===== config.mk =====
export PLATFORM = sky130hd
export DESIGN_NAME = fib_serial_ctrl
export DESIGN_NICKNAME = d
export VERILOG_FILES = /design/src/rtl/fib_pkg.sv /design/src/rtl/fib_full_adder.sv /design/src/rtl/fib_serial_ctrl.sv
export SDC_FILE = /design/constraint.sdc
export NUM_CORES = 1
export LEC_CHECK = 0
export CORE_MARGIN = 5
export CORE_UTILIZATION = 38
export DETAILED_ROUTE_END_ITERATION = 10
export SLEW_MARGIN = 20
export SYNTH_ARGS = -nofsm -noshare
export SYNTH_HDL_FRONTEND = slang
export SYNTH_SLANG_ARGS = --single-unit

===== constraint.sdc =====
create_clock -name clk -period 2.57 [get_ports clk]
set_input_delay 0.6425 -clock clk [delete_from_list [all_inputs] [get_ports clk]]
set_output_delay 0.6425 -clock clk [all_outputs]
set_load 0.01 [all_outputs]

===== src/rtl/fib_pkg.sv =====
// Shared types and default sizing for the bit-serial Fibonacci controller.
// Optional overflow detection is enabled with FIB_OVERFLOW_DET_EN.
package fib_pkg;

    localparam int FIB_WIDTH = 16;
    localparam int FIB_NW    = 6;

    typedef enum logic [1:0] {
        S_IDLE,
        S_ADD,
        S_UPDATE,
        S_DONE
    } fib_state_e;

endpackage


===== src/rtl/fib_full_adder.sv =====
// Single-bit full adder used as the serial datapath of fib_serial_ctrl.
module fib_full_adder (
    output logic Cout,
    output logic S,
    input  logic A,
    input  logic B,
    input  logic Cin
);

    assign S    = A ^ B ^ Cin;
    assign Cout = (A & B) | (A & Cin) | (B & Cin);

endmodule


===== src/rtl/fib_serial_ctrl.sv =====
// Bit-serial F(n) mod 2^WIDTH; one full adder, LSB first.
// Define FIB_OVERFLOW_DET_EN to enable the sticky carry-out flag.
module fib_serial_ctrl
    import fib_pkg::*;
#(
    parameter int WIDTH = FIB_WIDTH,
    parameter int NW    = FIB_NW
) (
    input  logic             clk,
    input  logic             rst_n,
    input  logic             start,
    input  logic [NW-1:0]    n,
    output logic             ready,
    output logic             busy,
    output logic             done,
    output logic [WIDTH-1:0] result,
    output logic             overflow
);

    localparam int CW = (WIDTH > 1) ? $clog2(WIDTH) : 1;

    fib_state_e       state;
    logic [WIDTH-1:0] a;
    logic [WIDTH-1:0] b;
    logic [WIDTH-1:0] sum;
    logic             carry;
    logic [CW-1:0]    bitcnt;
    logic [NW-1:0]    iter;
    logic             s_bit;
    logic             c_out;
    logic             last_bit;

    assign last_bit = (bitcnt == CW'(WIDTH - 1));

    fib_full_adder u_fa (
        .Cout (c_out),
        .S    (s_bit),
        .A    (a[0]),
        .B    (b[0]),
        .Cin  (carry)
    );

    // a and b rotate right so they are intact again once all bits are added
    always_ff @(posedge clk or negedge rst_n) begin
        if (!rst_n) begin
            state  <= S_IDLE;
            ready  <= 1'b1;
            busy   <= 1'b0;
            done   <= 1'b0;
            result <= '0;
            a      <= '0;
            b      <= '0;
            sum    <= '0;
            carry  <= 1'b0;
            bitcnt <= '0;
            iter   <= '0;
        end else begin
            done <= 1'b0;
            unique case (state)
                S_IDLE: begin
                    if (start) begin
                        a      <= '0;
                        b      <= WIDTH'(1);
                        carry  <= 1'b0;
                        bitcnt <= '0;
                        ready  <= 1'b0;
                        if (n < NW'(2)) begin
                            iter   <= '0;
                            result <= WIDTH'(n);
                            done   <= 1'b1;
                            state  <= S_DONE;
                        end else begin
                            iter  <= n - NW'(1);
                            busy  <= 1'b1;
                            state <= S_ADD;
                        end
                    end
                end
                S_ADD: begin
                    a      <= {a[0], a[WIDTH-1:1]};
                    b      <= {b[0], b[WIDTH-1:1]};
                    sum    <= {s_bit, sum[WIDTH-1:1]};
                    carry  <= c_out;
                    bitcnt <= bitcnt + CW'(1);
                    if (last_bit)
                        state <= S_UPDATE;
                end
                S_UPDATE: begin
                    a      <= b;
                    b      <= sum;
                    carry  <= 1'b0;
                    bitcnt <= '0;
                    iter   <= iter - NW'(1);
                    if (iter > NW'(1)) begin
                        state <= S_ADD;
                    end else begin
                        busy   <= 1'b0;
                        done   <= 1'b1;
                        result <= sum;
                        state  <= S_DONE;
                    end
                end
                S_DONE: begin
                    ready <= 1'b1;
                    state <= S_IDLE;
                end
            endcase
        end
    end

`ifdef FIB_OVERFLOW_DET_EN
    always_ff @(posedge clk or negedge rst_n) begin
        if (!rst_n)
            overflow <= 1'b0;
        else if (state == S_IDLE && start)
            overflow <= 1'b0;
        else if (state == S_ADD && last_bit && c_out)
            overflow <= 1'b1;
    end
`else
    assign overflow = 1'b0;
`endif

endmodule

# Word level (Yosys, flattened, before mapping)
# Index checks and enable logic that the tools add are counted.
[word_totals] output_inout_bits=20 inputBits=9 wordCells=71 ff_bits=80
[classes] mux=29 eq_ne=9 n_reduce_logical=10 bitwise=7 add_sub_neg=3 order_cmp=2
[ops] op="case mux 16 bit (3 select lines)" count=2
[ops] op="2-to-1 mux 16 bit" count=5
[ops] op="case mux 16 bit (2 select lines)" count=1
[ops] op="2-to-1 mux 6 bit" count=2
[ops] op="case mux 4 bit (3 select lines)" count=1
[ops] op="case mux 6 bit (2 select lines)" count=1
[ops] op="subtractor 6 x 1 -> 6 bit (second input constant)" count=2
[ops] op="!= test 2 bit (second input constant)" count=5
[ops] op="2-to-1 mux 2 bit" count=4
[ops] op="case mux 2 bit (4 select lines)" count=1
[ops] op="AND reduction 2 bit" count=4
[ops] op="AND reduction 4 bit" count=2
[ops] op="2-to-1 mux 1 bit" count=7
[ops] op="> comparator 6 x 1 -> 1 bit (second input constant)" count=1
[ops] op="less-than comparator 6 x 2 -> 1 bit (second input constant)" count=1
[ops] op="case mux 1 bit (2 select lines)" count=3
[ops] op="adder 4 x 1 -> 4 bit (second input constant)" count=1
[ops] op="equality test 2 bit (second input constant)" count=2
[ops] op="equality test 4 bit (second input constant)" count=1
[ops] op="2-to-1 mux 4 bit" count=1
[ops] op="nonzero test 2 bit" count=2
[ops] op="AND 1 bit" count=3
[ops] op="case mux 1 bit (3 select lines)" count=1
[ops] op="nonzero test 3 bit" count=1
[ops] op="4 further kinds" count=6

# Longest topological paths before layout
[logic_depth] depth_word=4 ltp_mapped=8 mapped_depth_nobuf=6

# Hierarchy
# A second synthesis with hierarchy kept.
[hier_totals] cells_unflattened=362 area_unflattened_um2=3798.6
[modules_own_cells] mod="fib_serial_ctrl" cells_each=361 area_each_um2=3778.6 seq_area_each_um2=2003.2 n_inst=1
[modules_own_cells] mod="fib_full_adder" cells_each=1 area_each_um2=20.0 seq_area_each_um2=0.0 n_inst=1

# Worst setup path after synthesis
# Ideal clock, no wire load.
[synth_timing] kind="input to register" from="in n[4]" to="reg result[13]" slack_ns=0.521 t_arrival_ns=1.924 n_path_buf=1 required_time_ns=2.445 setup_time_ns=0.125 path_stages=5 cell_sequence="or4_4 -> o21ai_2 -> o21ai_4 -> buf_6 -> mux2_4"
[synth_between] elab_chain_cells=3
[synth_rtl] element="start: declaration" line_no="fib_serial_ctrl.sv:12" rtl="input logic [NW-1:0] n,"
[synth_rtl] element="less-than comparator 6 x 2 -> 1 bit" line_no="fib_serial_ctrl.sv:67" rtl="if (n < NW'(2)) begin"
[synth_rtl] element="!= test 2 bit (no source line)"
[synth_rtl] element="AND reduction 4 bit (no source line)"
[synth_rtl] element="end signal: assignment" line_no="fib_serial_ctrl.sv:69" rtl="result <= WIDTH'(n);"
[synth_rtl] element="end signal: assignment" line_no="fib_serial_ctrl.sv:99" rtl="result <= sum;"
[synth_rtl] element="end: declaration" line_no="fib_serial_ctrl.sv:16" rtl="output logic [WIDTH-1:0] result,"
# Every way passes these cells.
# A chain may end at the register's enable or synchronous reset.

# Worst setup path in the final report
# Ends and elaborated chain as after synthesis.

==> results.yml <==
timing:
  slew_viol_final: 0
  clock.fmax_mhz: 466.1
  post-route-period-util_pct: 83.47
  setup_tns_ns: 0
  post-route-min-period_ns: 2.145
  final_hold_viol_count: 0
  finalWorstSetupSlack_ns: 0.4247
  slew_headroom_pct: 65.11
  setup_repair_after_global_routing_missed_its_margin: "false"
  worst_pin_slew_ns: 0.5214
  fin_worst_skew_ns: 0.009554
  setup-violations-final: 0
placed_design:
  place.detailed.hpwl_um: 5065
  buffer_ports.inserted: 27
  pre_cts_slack_ns: 0.05842
  finalWeightedCongestion: 0.7441
critical_path:
  worst_r2r_endpoint: "iter[4]$_DFFE_PN0P_"
  kind_of_critical_path: "in -> reg"
  ff2ff_setup_slack_ns: 0.44
  reg2reg_from: "state[1]$_DFFE_PN0P_"
  cp.required_ns: 2.80
  setup.worst_path.start_class: "input port"
  crit_path_end_kind: "flip-flop"
  worstPathMaxFanout: 16
  max_stage_delay_ns: 0.58
  worst_path_dominant_cell_family: "simple AND/OR/NAND/NOR gates"
  crit_chain: "clkdlybuf4s50_1, or4_4, o21ai_2, o21ai_4, mux2_4"
  worst_ep_arrival_time_ns: 2.37
  r2r_cells: 6
  cp.depth: 5
  crit_path_top_delay_cell: "sky130_fd_sc_hd__or4_4"
  worst-path-buf-inv: 1
yosys:
  yosysWarningCount: 0
  synth.area.top_cells: "sky130_fd_sc_hd__dfrtp_1 52%, sky130_fd_sc_hd__mux2_2 8.1%, sky130_fd_sc_hd__a22oi_1 6.0%"
  synth-edff-count: 0
  postSynthCellCount: 349
  synthesis.nets: 367
  synth-seq-area-share_pct: 53.10
  async_flop_share_pct: 100.0
  synth_cell_types: 45
  syn-cell-area_um2: 3772
  synthFlopType: "sky130_fd_sc_hd__dfrtp_1"
  synthDominantAreaCellType: "sky130_fd_sc_hd__dfrtp_1"
  ys_seq_elements: 80
  synthesis.area_per_instance_um2: 10.81
  post-synth-top-area-fraction_pct: 52.40
power_and_ir_drop:
  power-per-cell-area_nw_per_um2: 993.2
  leakagePower_nw: 1.880
  ir_worst_vdd_uv: 411.9
floorplan:
  floorplan.die.width_um: 109.6
  core_box_area_um2: 9729
  boundaryPins: 29
  die_area_um2: 12020
  num_rows: 36
  floorplan.initialDensity_pct: 38.77
  dieHeight_um: 109.6
clock_tree:
  h_tree_level_count: 3
  cts-hold-fix-buffers: 0
  cts_post_setup_buffers_inserted: 0
  cts_inserted_buffers: 9
  cts-root-to-sink-buffers: 2
  post_cts.resized_instances: 0
  cts_tree: "yes"
  cts-root-buf: "sky130_fd_sc_hd__clkbuf_8"
  numClockSinks: 80
  clkSlewWorstSetupHoldPaths_ns: 0.08
  worstSkewPairLatency_ns: 0.34
worst_hold_path:
  timing.hold.worst.class: "in -> async"
global_routing:
  first_pass_grt_wire_length_um: 13210
  maximum_number_of_pins_on_one_net_before_global_route_repair: 49
  track_usage_pct: 13.86
  grt_antenna_before_repair: 0
  grt_pass1_vias: 2680
  global_route.overflow_total: 0
cells_and_area:
  fin_util_pct: 45.51
  layout-drive-gt1-share_pct: 20.32
  final_common_cell: "sky130_fd_sc_hd__dfrtp_1"
  mostFrequentLayoutCells: "79 x sky130_fd_sc_hd__dfrtp_1, 42 x sky130_fd_sc_hd__nand2_1, 41 x sky130_fd_sc_hd__o21ai_0"
  diodes: 0
  design.final.nets: 392
  area_growth_pct: 17.38
outcome:
  result_of_the_run: "completed"
drt:
  drt_pass1_iterations: 4
  route.final.wire_length_um: 7627
  route.detailed.wl_per_inst_um: 14.90
  antenna_violating_nets_post_route: 0
  initialDrtViolationCount: 189
  drt_drc_violations_left: 0
  route.vias.total: 2664
  vias_per_cell: 5.203
flow_run:
  drv.max_cap_violation_count: 0
[synth_stat cells (3+ instances only)]
cell type / number
sky130_fd_sc_hd__buf_6: 3
sky130_fd_sc_hd__nor3_1: 5
sky130_fd_sc_hd__a31oi_1: 4
sky130_fd_sc_hd__o21ai_0: 42
sky130_fd_sc_hd__a22oi_1: 30
sky130_fd_sc_hd__a21oi_1: 8
sky130_fd_sc_hd__dfrtp_1: 79
sky130_fd_sc_hd__nor2_1: 16
sky130_fd_sc_hd__ha_1: 8
sky130_fd_sc_hd__a22o_2: 9
sky130_fd_sc_hd__nand2_1: 42
sky130_fd_sc_hd__clkbuf_1: 20
sky130_fd_sc_hd__inv_1: 13
sky130_fd_sc_hd__mux2i_1: 4
sky130_fd_sc_hd__mux2_2: 27
sky130_fd_sc_hd__a221oi_1: 3
[layer usage]
layer	share of wire, %	GRT usage [%]	vias up
li1	-	-	1292
met1	50	20.32	1331
met2	46	20.31	37
met3	3.2	3.934	4
met4	0.50	3.206	0
met5	0	0	-
[sequential cells by signal, indices dropped and copies added (netlist names)]
| register | cells |
|---|---|
| sum | 16 |
| b | 16 |
| result | 16 |
| done | 1 |
| bitcnt | 4 |
| carry | 1 |
| ready | 1 |
| iter | 6 |
| a | 16 |
| state | 2 |
| busy | 1 |
[kinds of logic after synthesis]
family | Yosys count | share of synthesized area (%)
mux | 32 | 9.519
simple gates | 74 | 8.757
compound gates | 111 | 19.93
xor+xnor | 3 | 0.6966
fa+ha+maj | 9 | 3.184
flops | 80 | 53.10
buf+inv | 39 | 4.710
other cells | 1 | 0.09941
[report_power, final]
part           switching [mW]  internal (mW)
registers               0.204           1.51
clock network           0.457          0.548
logic                   0.988          0.693
total                    1.65           2.75
[worst max path at each step]
stage | from | end | slack [ns]
after floorplan | n[4] | result[13]$_DFFE_PN0P_ | 0.52
after global placement | n[4] | result[13]$_DFFE_PN0P_ | 0.07
after detailed placement | n[4] | result[13]$_DFFE_PN0P_ | 0.06
after CTS | state[1]$_DFFE_PN0P_ | iter[4]$_DFFE_PN0P_ | 0.43
after global routing | state[1]$_DFFE_PN0P_ | result[1]$_DFFE_PN0P_ | 0.33
final | n[4] | result[13]$_DFFE_PN0P_ | 0.42
[area by class of cell]
class,instances,area [um2]
Sequential cell,80,2003
Clock buffer,11,131.4
Inverter,13,48.80
Tap cell,133,166.4
Clock inverter,5,81.33
Fill cell,945,5301
Timing Repair Buffer,40,390.4
Multi-Input combinational cell,230,1607
[stage by stage]
step | total power [mW] | cell area [um2] | std cells | hold slack, ns
2_1_floorplan | 2.875 | 3772 | 349 | 0.3469
5_1_grt | 4.716 | 4428 | 512 | 0.2467
3_3_place_gp | 3.415 | 4215 | 496 | 0.4647
3_5_place_dp | 3.436 | 4215 | 496 | 0.4679
4_1_cts | 4.461 | 4428 | 512 | 0.2422
6_report | 4.398 | 4428 | 512 | 0.2399
No activity file was read; power rests on OpenSTA's default activity.
